$ cat src/rtl/ram_file.sv
// Banked PIC16F register file: decodes {bank, offset} into SFR, banked GPR and common space.
// Define RAM_FILE_CLEAR_EN to build the power-on clear sequencer that zeroes all GPRs after reset.
module ram_file (
  input  logic       clk,
  input  logic       rst_n,
  input  logic [8:0] ram_file_address,
  input  logic       rd_en,
  input  logic       wr_en,
  input  logic [7:0] wr_data,
  output logic [7:0] rd_data,
  output logic       rd_valid,
  output logic       sfr_hit,
  output logic       busy
);
  localparam int DEPTH = 336;

  logic [7:0] r_mem [0:DEPTH-1];
  logic [7:0] r_rd_data;
  logic       r_rd_valid;
  logic       r_sfr_hit;

  logic [1:0] w_bank;
  logic [6:0] w_off;
  logic       w_sfr;
  logic       w_common;
  logic [8:0] w_idx;
  logic       w_busy;
  logic       w_clr_we;
  logic [8:0] w_clr_idx;
  logic       w_mem_we;
  logic [8:0] w_mem_idx;
  logic [7:0] w_mem_wdata;

  assign w_bank   = ram_file_address[8:7];
  assign w_off    = ram_file_address[6:0];
  assign w_sfr    = (w_off[6:5] == 2'b00);
  assign w_common = (w_off[6:4] == 3'b111);

  // bank*80 is built as bank*64 + bank*16 to avoid a multiplier
  always_comb begin
    w_idx = 9'd0;
    if (w_common)
      w_idx = 9'd320 + {5'd0, w_off[3:0]};
    else if (!w_sfr)
      w_idx = {1'b0, w_bank, 6'd0} + {3'b000, w_bank, 4'd0} + {2'b00, w_off} - 9'd32;
  end

`ifdef RAM_FILE_CLEAR_EN
  typedef enum logic {ST_CLEAR, ST_READY} state_t;

  state_t     r_state;
  logic [8:0] r_clr_idx;
  logic       r_busy;

  always_ff @(posedge clk or negedge rst_n) begin
    if (!rst_n) begin
      r_state   <= ST_CLEAR;
      r_clr_idx <= 9'd0;
      r_busy    <= 1'b1;
    end else if (r_state == ST_CLEAR) begin
      if (r_clr_idx == 9'(DEPTH - 1)) begin
        r_state   <= ST_READY;
        r_clr_idx <= 9'd0;
        r_busy    <= 1'b0;
      end else begin
        r_clr_idx <= r_clr_idx + 9'd1;
      end
    end
  end

  // gated by rst_n so storage is left alone while reset is held
  assign w_busy    = r_busy;
  assign w_clr_we  = (r_state == ST_CLEAR) && rst_n;
  assign w_clr_idx = r_clr_idx;
`else
  assign w_busy    = 1'b0;
  assign w_clr_we  = 1'b0;
  assign w_clr_idx = 9'd0;
`endif

  assign w_mem_we    = w_clr_we || (wr_en && !w_busy && !w_sfr);
  assign w_mem_idx   = w_clr_we ? w_clr_idx : w_idx;
  assign w_mem_wdata = w_clr_we ? 8'h00 : wr_data;

  always_ff @(posedge clk) begin
    if (w_mem_we)
      r_mem[w_mem_idx] <= w_mem_wdata;
  end

  // read samples the pre-write byte, giving read-before-write on a shared index
  always_ff @(posedge clk or negedge rst_n) begin
    if (!rst_n) begin
      r_rd_data  <= 8'h00;
      r_rd_valid <= 1'b0;
      r_sfr_hit  <= 1'b0;
    end else begin
      r_rd_valid <= rd_en && !w_busy;
      if (rd_en && !w_busy) begin
        r_rd_data <= w_sfr ? 8'h00 : r_mem[w_idx];
        r_sfr_hit <= w_sfr;
      end
    end
  end

  assign rd_data  = r_rd_data;
  assign rd_valid = r_rd_valid;
  assign sfr_hit  = r_sfr_hit;
  assign busy     = w_busy;
endmodule

$ cat config.mk
export PLATFORM = sky130hd
export DESIGN_NAME = ram_file
export DESIGN_NICKNAME = d
export VERILOG_FILES = /design/src/rtl/ram_file.sv
export SDC_FILE = /design/constraint.sdc
export NUM_CORES = 2
export LEC_CHECK = 0
export BUFFER_PORTS_ARGS = -buffer_cell sky130_fd_sc_hd__clkbuf_2
export CAP_MARGIN = 15
export CELL_PAD_IN_SITES_DETAIL_PLACEMENT = 1
export CELL_PAD_IN_SITES_GLOBAL_PLACEMENT = 1
export CORE_MARGIN = 1
export CORE_UTILIZATION = 43
export DETAILED_ROUTE_END_ITERATION = 16
export PLACE_DENSITY_LB_ADDON = 0.1
export SYNTH_ARGS = -nofsm -noshare
export SYNTH_HDL_FRONTEND = slang
export SYNTH_SLANG_ARGS = --single-unit
$ cat constraint.sdc
create_clock -name clk -period 3.9 [get_ports clk]
set_input_delay 0.39 -clock clk [delete_from_list [all_inputs] [get_ports clk]]
set_output_delay 0.39 -clock clk [all_outputs]
set_load 0.02 [all_outputs]
# Word level (Yosys, flattened, before mapping)

Memories as Yosys holds them, arrays and structs flattened.
Cells that the tools add are included.

Add/sub/neg operators: 4
Eq/ne operators: 1
Muxes and demuxes: 5
Reductions and logical operators: 3

Operators with widths:

| kind                  | number |
|---|---|
| $mux W9               | 2 |
| $add A8 B6 Y9         | 1 |
| $add A9 B4 Y9 const A | 1 |
| $add A9 B7 Y9         | 1 |
| $sub A9 B6 Y9 const B | 1 |
| $mux W8               | 1 |
| $eq A3 B3 Y1 const B  | 1 |
| $logic_not A2 Y1      | 1 |
| $mux W1               | 2 |
| $logic_and A1 B1 Y1   | 1 |
| $logic_not A1 Y1      | 1 |

Register bits: 10
RAM bits: 2,688
Bits of input ports: 21
Output and inout port bits: 11
Logic and storage cells: 17
Memories kept: 1

Memory list:

| memory | depth | bits a word | read ports | clocked after memory_dff | write ports | RTL line | RTL |
|---|---|---|---|---|---|---|---|
| r_mem  | 336   | 8           | 1          | 0                        | 1           | 17       | `logic [7:0] r_mem [0:DEPTH-1];` |

# Depth between registers and ports, before layout

An unclocked memory read counts as a cell.

Word-level depth: 7
Gate-level depth with buffers: 16
Gate-level depth less buffers: 13

# Least setup slack after synthesis

Ideal clock, no wire load.

Path type: input to register
From: input port ram_file_address[5]
To: memory r_mem[180][0] (enable)
Setup time: 0.370 ns
Data arrival time: 3.253 ns
Data required time: 3.530 ns
Slack: 0.277 ns
Stages on the path: 12
Path buffers: 2
Path through: buf_6 inv_1 ha_1 inv_1 ha_1 fa_1 xor2_1 nand3_2 nor3_1 nand2_1 clkbuf_1 nor2_1

Cells in the longest elaborated chain, start to end: 5
Elaborated cells between the ends (all ways): 10
Classes of those cells: 2 x add/sub; 1 x eq/ne; 4 x mux; 3 x reduce/logical

RTL lines:

| element                                                               | RTL line | RTL |
|---|---|---|
| start: declaration                                                    | 6        | `input logic [8:0] ram_file_address,` |
| parallel branches: the longest is 5 deep, another holds $add A9 B7 Y9 | -        |  |
| end: declaration                                                      | 17       |  |

Parallel ways; which one is timed is not known.

# Worst setup path after layout

From: input port ram_file_address[5]
To: register r_rd_data[0], in the netlist rd_data[0]

Cells in the longest elaborated chain, start to end: 6
Elaborated cells between the ends (all ways): 8
Classes of those cells: 2 x add/sub; 1 x eq/ne; 3 x mux; 1 x reduce/logical; 1 x memory

RTL lines:

| element                | RTL line | RTL |
|---|---|---|
| $add A9 B7 Y9          | 45       | `w_idx = {1'b0, w_bank, 6'd0} + {3'b000, w_bank, 4'd0} + {2'b00, w_off} - 9'd32;` |
| $sub A9 B6 Y9          | 45       |  |
| $mux W9                | 44       | `else if (!w_sfr)` |
| $mux W9                | 42       | `if (w_common)` |
| $mem_v2 Z336 W8        | -        |  |
| $mux W8 (*)            | 99       | `r_rd_data <= w_sfr ? 8'h00 : r_mem[w_idx];` |
| end signal: assignment | 99       |  |
| end: declaration       | 18       | `logic [7:0] r_rd_data;` |

Mark *: on every way between the ends. The rest lies on a longest branch, timed or not.
A chain may end at the register's enable or synchronous reset.

==> flow_metrics.env <==
export IMPL_status="complete, no violations"
export IMPL_cts_made_buffers=303
export IMPL_fin_util_pct=51.7
export IMPL_max_cap_violations=0
export IMPL_antenna_found_initial=11
export IMPL_synth_cells=6129
export IMPL_setup_ws_ns=0.296
export IMPL_synthTopCellsByArea="edfxtp_1, o22ai_1, nor2_1"
export IMPL_ff2ff_path_depth=7
export IMPL_critPathMaxFanout=46
export IMPL_grt_pass1_vias=64062
export IMPL_gr_usage_met1_pct=40.3
export IMPL_netlist_area_um2=100000
export IMPL_ys_seq_area_share_pct=80.6
export IMPL_dieArea_um2=236000
export IMPL_period_share_pct=92.4
export IMPL_grt_busiest_layer="met2"
export IMPL_holdPathEnd="r_mem[244][4]"
export IMPL_synth_nets=6157
export IMPL_num_vias=62918
export IMPL_setup_violations=0
export IMPL_crit_type="input pin to flop"
export IMPL_finClkSkew_ns=0.0361
export IMPL_ctsResizeCount=0
export IMPL_cp_slowest_stage_delay_ns=0.92
export IMPL_maxSlewViolCount=0
export IMPL_pre_cts_ws_ns=-0.464
export IMPL_drtPass1Iterations=5
export IMPL_ant_nets=0
export IMPL_syn_to_final_growth_pct=19.5
export IMPL_nNetsFinal=6937
export IMPL_synth_edf_count=2688
export IMPL_clk_pin_slew_ns=0.06
export IMPL_cts_htree_levels=5
export IMPL_ys_seq_elements=2698
export IMPL_first_iter_violations=6803
export IMPL_fmax_ghz=0.277
export IMPL_holdWs_ns=0.0329
export IMPL_hold_class="input pin to flop"
export IMPL_cts_tree="yes"
export IMPL_drive_gt1_share_pct=19.6
export IMPL_period_minus_slack_ns=3.60
export IMPL_grt_max_degree=108
export IMPL_gr_usage_met2_pct=45.4
export IMPL_synth_most_common_cell="edfxtp_1"
export IMPL_cp_arrival_ns=4.43
export IMPL_routed_wl_um=338000
export IMPL_grt_usage_pct=28.4
export IMPL_p_leak_nw=38.5
export IMPL_yosys_most_used_dff="edfxtp_1"
export IMPL_grt_util_met3_pct=3.91
export IMPL_die_width_um=485
export IMPL_holdPathStages=1
export IMPL_min_from="wr_data[4]"
export IMPL_io_pin_count=32
export IMPL_crit_slowest_cell="o41ai_1"
export IMPL_finalSetupTns_ns=0
export IMPL_startpoint_type="input pin"
export IMPL_worstSetupEndpointType="flop"
export IMPL_async_reset_ff_share_pct=0.371
export IMPL_fp_dieH_um=485
export IMPL_hpwlAfterDp_um=213000
export IMPL_critPathRequiredTime_ns=4.73
export IMPL_cts_root_buf="clkbuf_16"
export IMPL_clock_path_buffers=4
export IMPL_grt_pass1_wl_um=480000
export IMPL_r2r_start="r_mem[65][0]"
export IMPL_cts_sinks=2698
export IMPL_netlist_area_leader_share_pct=80.4
export IMPL_drt_wirelength_per_cell_um=33.3
export IMPL_insertion_delay_ns=0.96
export IMPL_port_buffers=30
export IMPL_ir_worst_vdd_v=0.000393
export IMPL_crit_chain="clkbuf_2 -> buf_4 -> o21ai_4 -> or2_4 -> buf_12 -> buf_12 -> o22ai_1 -> o21ai_0 -> a41oi_1 -> buf_4 -> o41ai_1 -> o21ai_0 -> o32ai_1"
export IMPL_powerDensity_nw_per_um2=527
export IMPL_avgSynthCellArea_um2=16.4
export IMPL_synth_cell_type_count=74
export IMPL_yosysTopAreaCell="edfxtp_1"
export IMPL_hold_viol=0
export IMPL_timing_rr_end="rd_data[0]"
export IMPL_critPathTopFamily="compound AO/OA/AOI/OAI gates"
export IMPL_core_um2=232000
export IMPL_drc=0
export IMPL_dpl_instance_area_um2=111000
export IMPL_maxSlewHeadroom_pct=25.6
export IMPL_routed_via_density=6.19
export IMPL_rsz0062_at_grt="false"
export IMPL_gp_congestion=0.865
export IMPL_netlist_top_cells_count="edfxtp_1, o22ai_1, nor2_1"
export IMPL_grt_overflow_total=0
export IMPL_worst_pin_slew_ns=1.12
export IMPL_design_area_um2=120000
export IMPL_start_util_pct=43.2
export IMPL_placementRows=177
export IMPL_cp_buffers_inverters=5
export IMPL_yosys_warnings=0
export IMPL_reg2reg_slack_ns=0.81
[worst max-delay path by stage]
stage | depth (start not counted) | from | to
final | 13 | ram_file_address[5] | rd_data[0]
after global routing | 13 | ram_file_address[5] | rd_data[0]
after CTS | 13 | ram_file_address[5] | rd_data[0]
after detailed placement | 13 | ram_file_address[5] | rd_data[0]
after global placement | 14 | ram_file_address[6] | rd_data[5]
after floorplan | 12 | ram_file_address[5] | r_mem[180][0]
[cells in the final DEF, fill, tap and decap left out, types with 7 or more instances in the layout]
cell type      Yosys  final
nand2_1           23     19
o221ai_1          74     74
nand3_4            0     12
a221oi_1           9      9
o31ai_1          132    132
clkinv_1           0     62
buf_8              1      8
a22o_1            10     10
a41oi_1           88     88
and4_1             7      7
clkbuf_1         159     58
buf_12             0    119
o22ai_1          985    985
a41o_1            11     11
o32ai_1           42     42
mux2_2            11     11
nor4_1            10     10
inv_1             16     16
o22a_1            19     18
nand4_1           33     33
bufinv_16          0     19
a31oi_1           14     14
nor3_1           121    121
a22oi_1           19     19
clkinv_2           0     51
clkbuf_16          0    309
nor2_1           728    724
dfrtp_1           10     10
o32a_1            40     40
a21oi_1           14     13
o21ai_0          432    431
dlygate4sd3_1      0      9
buf_4             32    788
nand3_1           27     14
clkbuf_2           0     21
edfxtp_1        2688   2688
[where the power goes]
| part | switching (mW) | total [mW] | internal, mW |
|---|---|---|---|
| registers | 0.0889 | 32.1 | 32.0 |
| clock network | 11.3 | 27.0 | 15.7 |
| logic | 3.01 | 4.27 | 1.25 |
| total | 14.4 | 63.3 | 49.0 |
[registers in the layout, summed over array words and instances, names as in the netlist]
name / flops
rd_data: 8
r_mem: 2688
rd_valid: 1
sfr_hit: 1
[stage by stage]
step	instances	total power [mW]
6_report	10165	63.3
4_1_cts	10162	63.7
3_5_place_dp	9638	36.9
5_1_grt	10163	64.8
2_1_floorplan	6129	34.3
3_3_place_gp	9637	36.8
[layer usage]
layer	wire length (um)	up-vias	share of wire (%)
met4	11200	2	3.3
li1	-	26677	-
met3	22000	480	6.5
met5	12	-	0.0035
met1	145000	33364	43
met2	160000	2395	47
[cell type report]
cell class	instances	area (um2)
Sequential cell	2698	81000
Timing Repair Buffer	945	8610
Multi-Input combinational cell	2945	17400
Tap cell	3043	3810
Clock inverter	146	1190
Fill cell	21676	112000
Clock buffer	369	7980
Inverter	16	60.1
Antenna cell	3	7.51
[timing repair]
action                                  4_1_cts  5_1_grt
setup buffers                                 0        0
endpoints found under the hold margin       145        0
endpoints found under the setup margin        0        0
hold buffers                                  9        0
[cell families after synthesis]
kind of cell / after synthesis / synth area share (%)
buffers and inverters: 486 / 2.32
AND/OR/NAND/NOR: 979 / 4.11
adder cells (fa/ha/maj): 7 / 0.0947
other: 1 / 0.00373
flip-flops: 2698 / 80.6
AO/OA/AOI/OAI: 1939 / 12.7
multiplexers: 16 / 0.173
XOR/XNOR: 3 / 0.0262
Note: power is estimated with default switching activity, not from simulation.
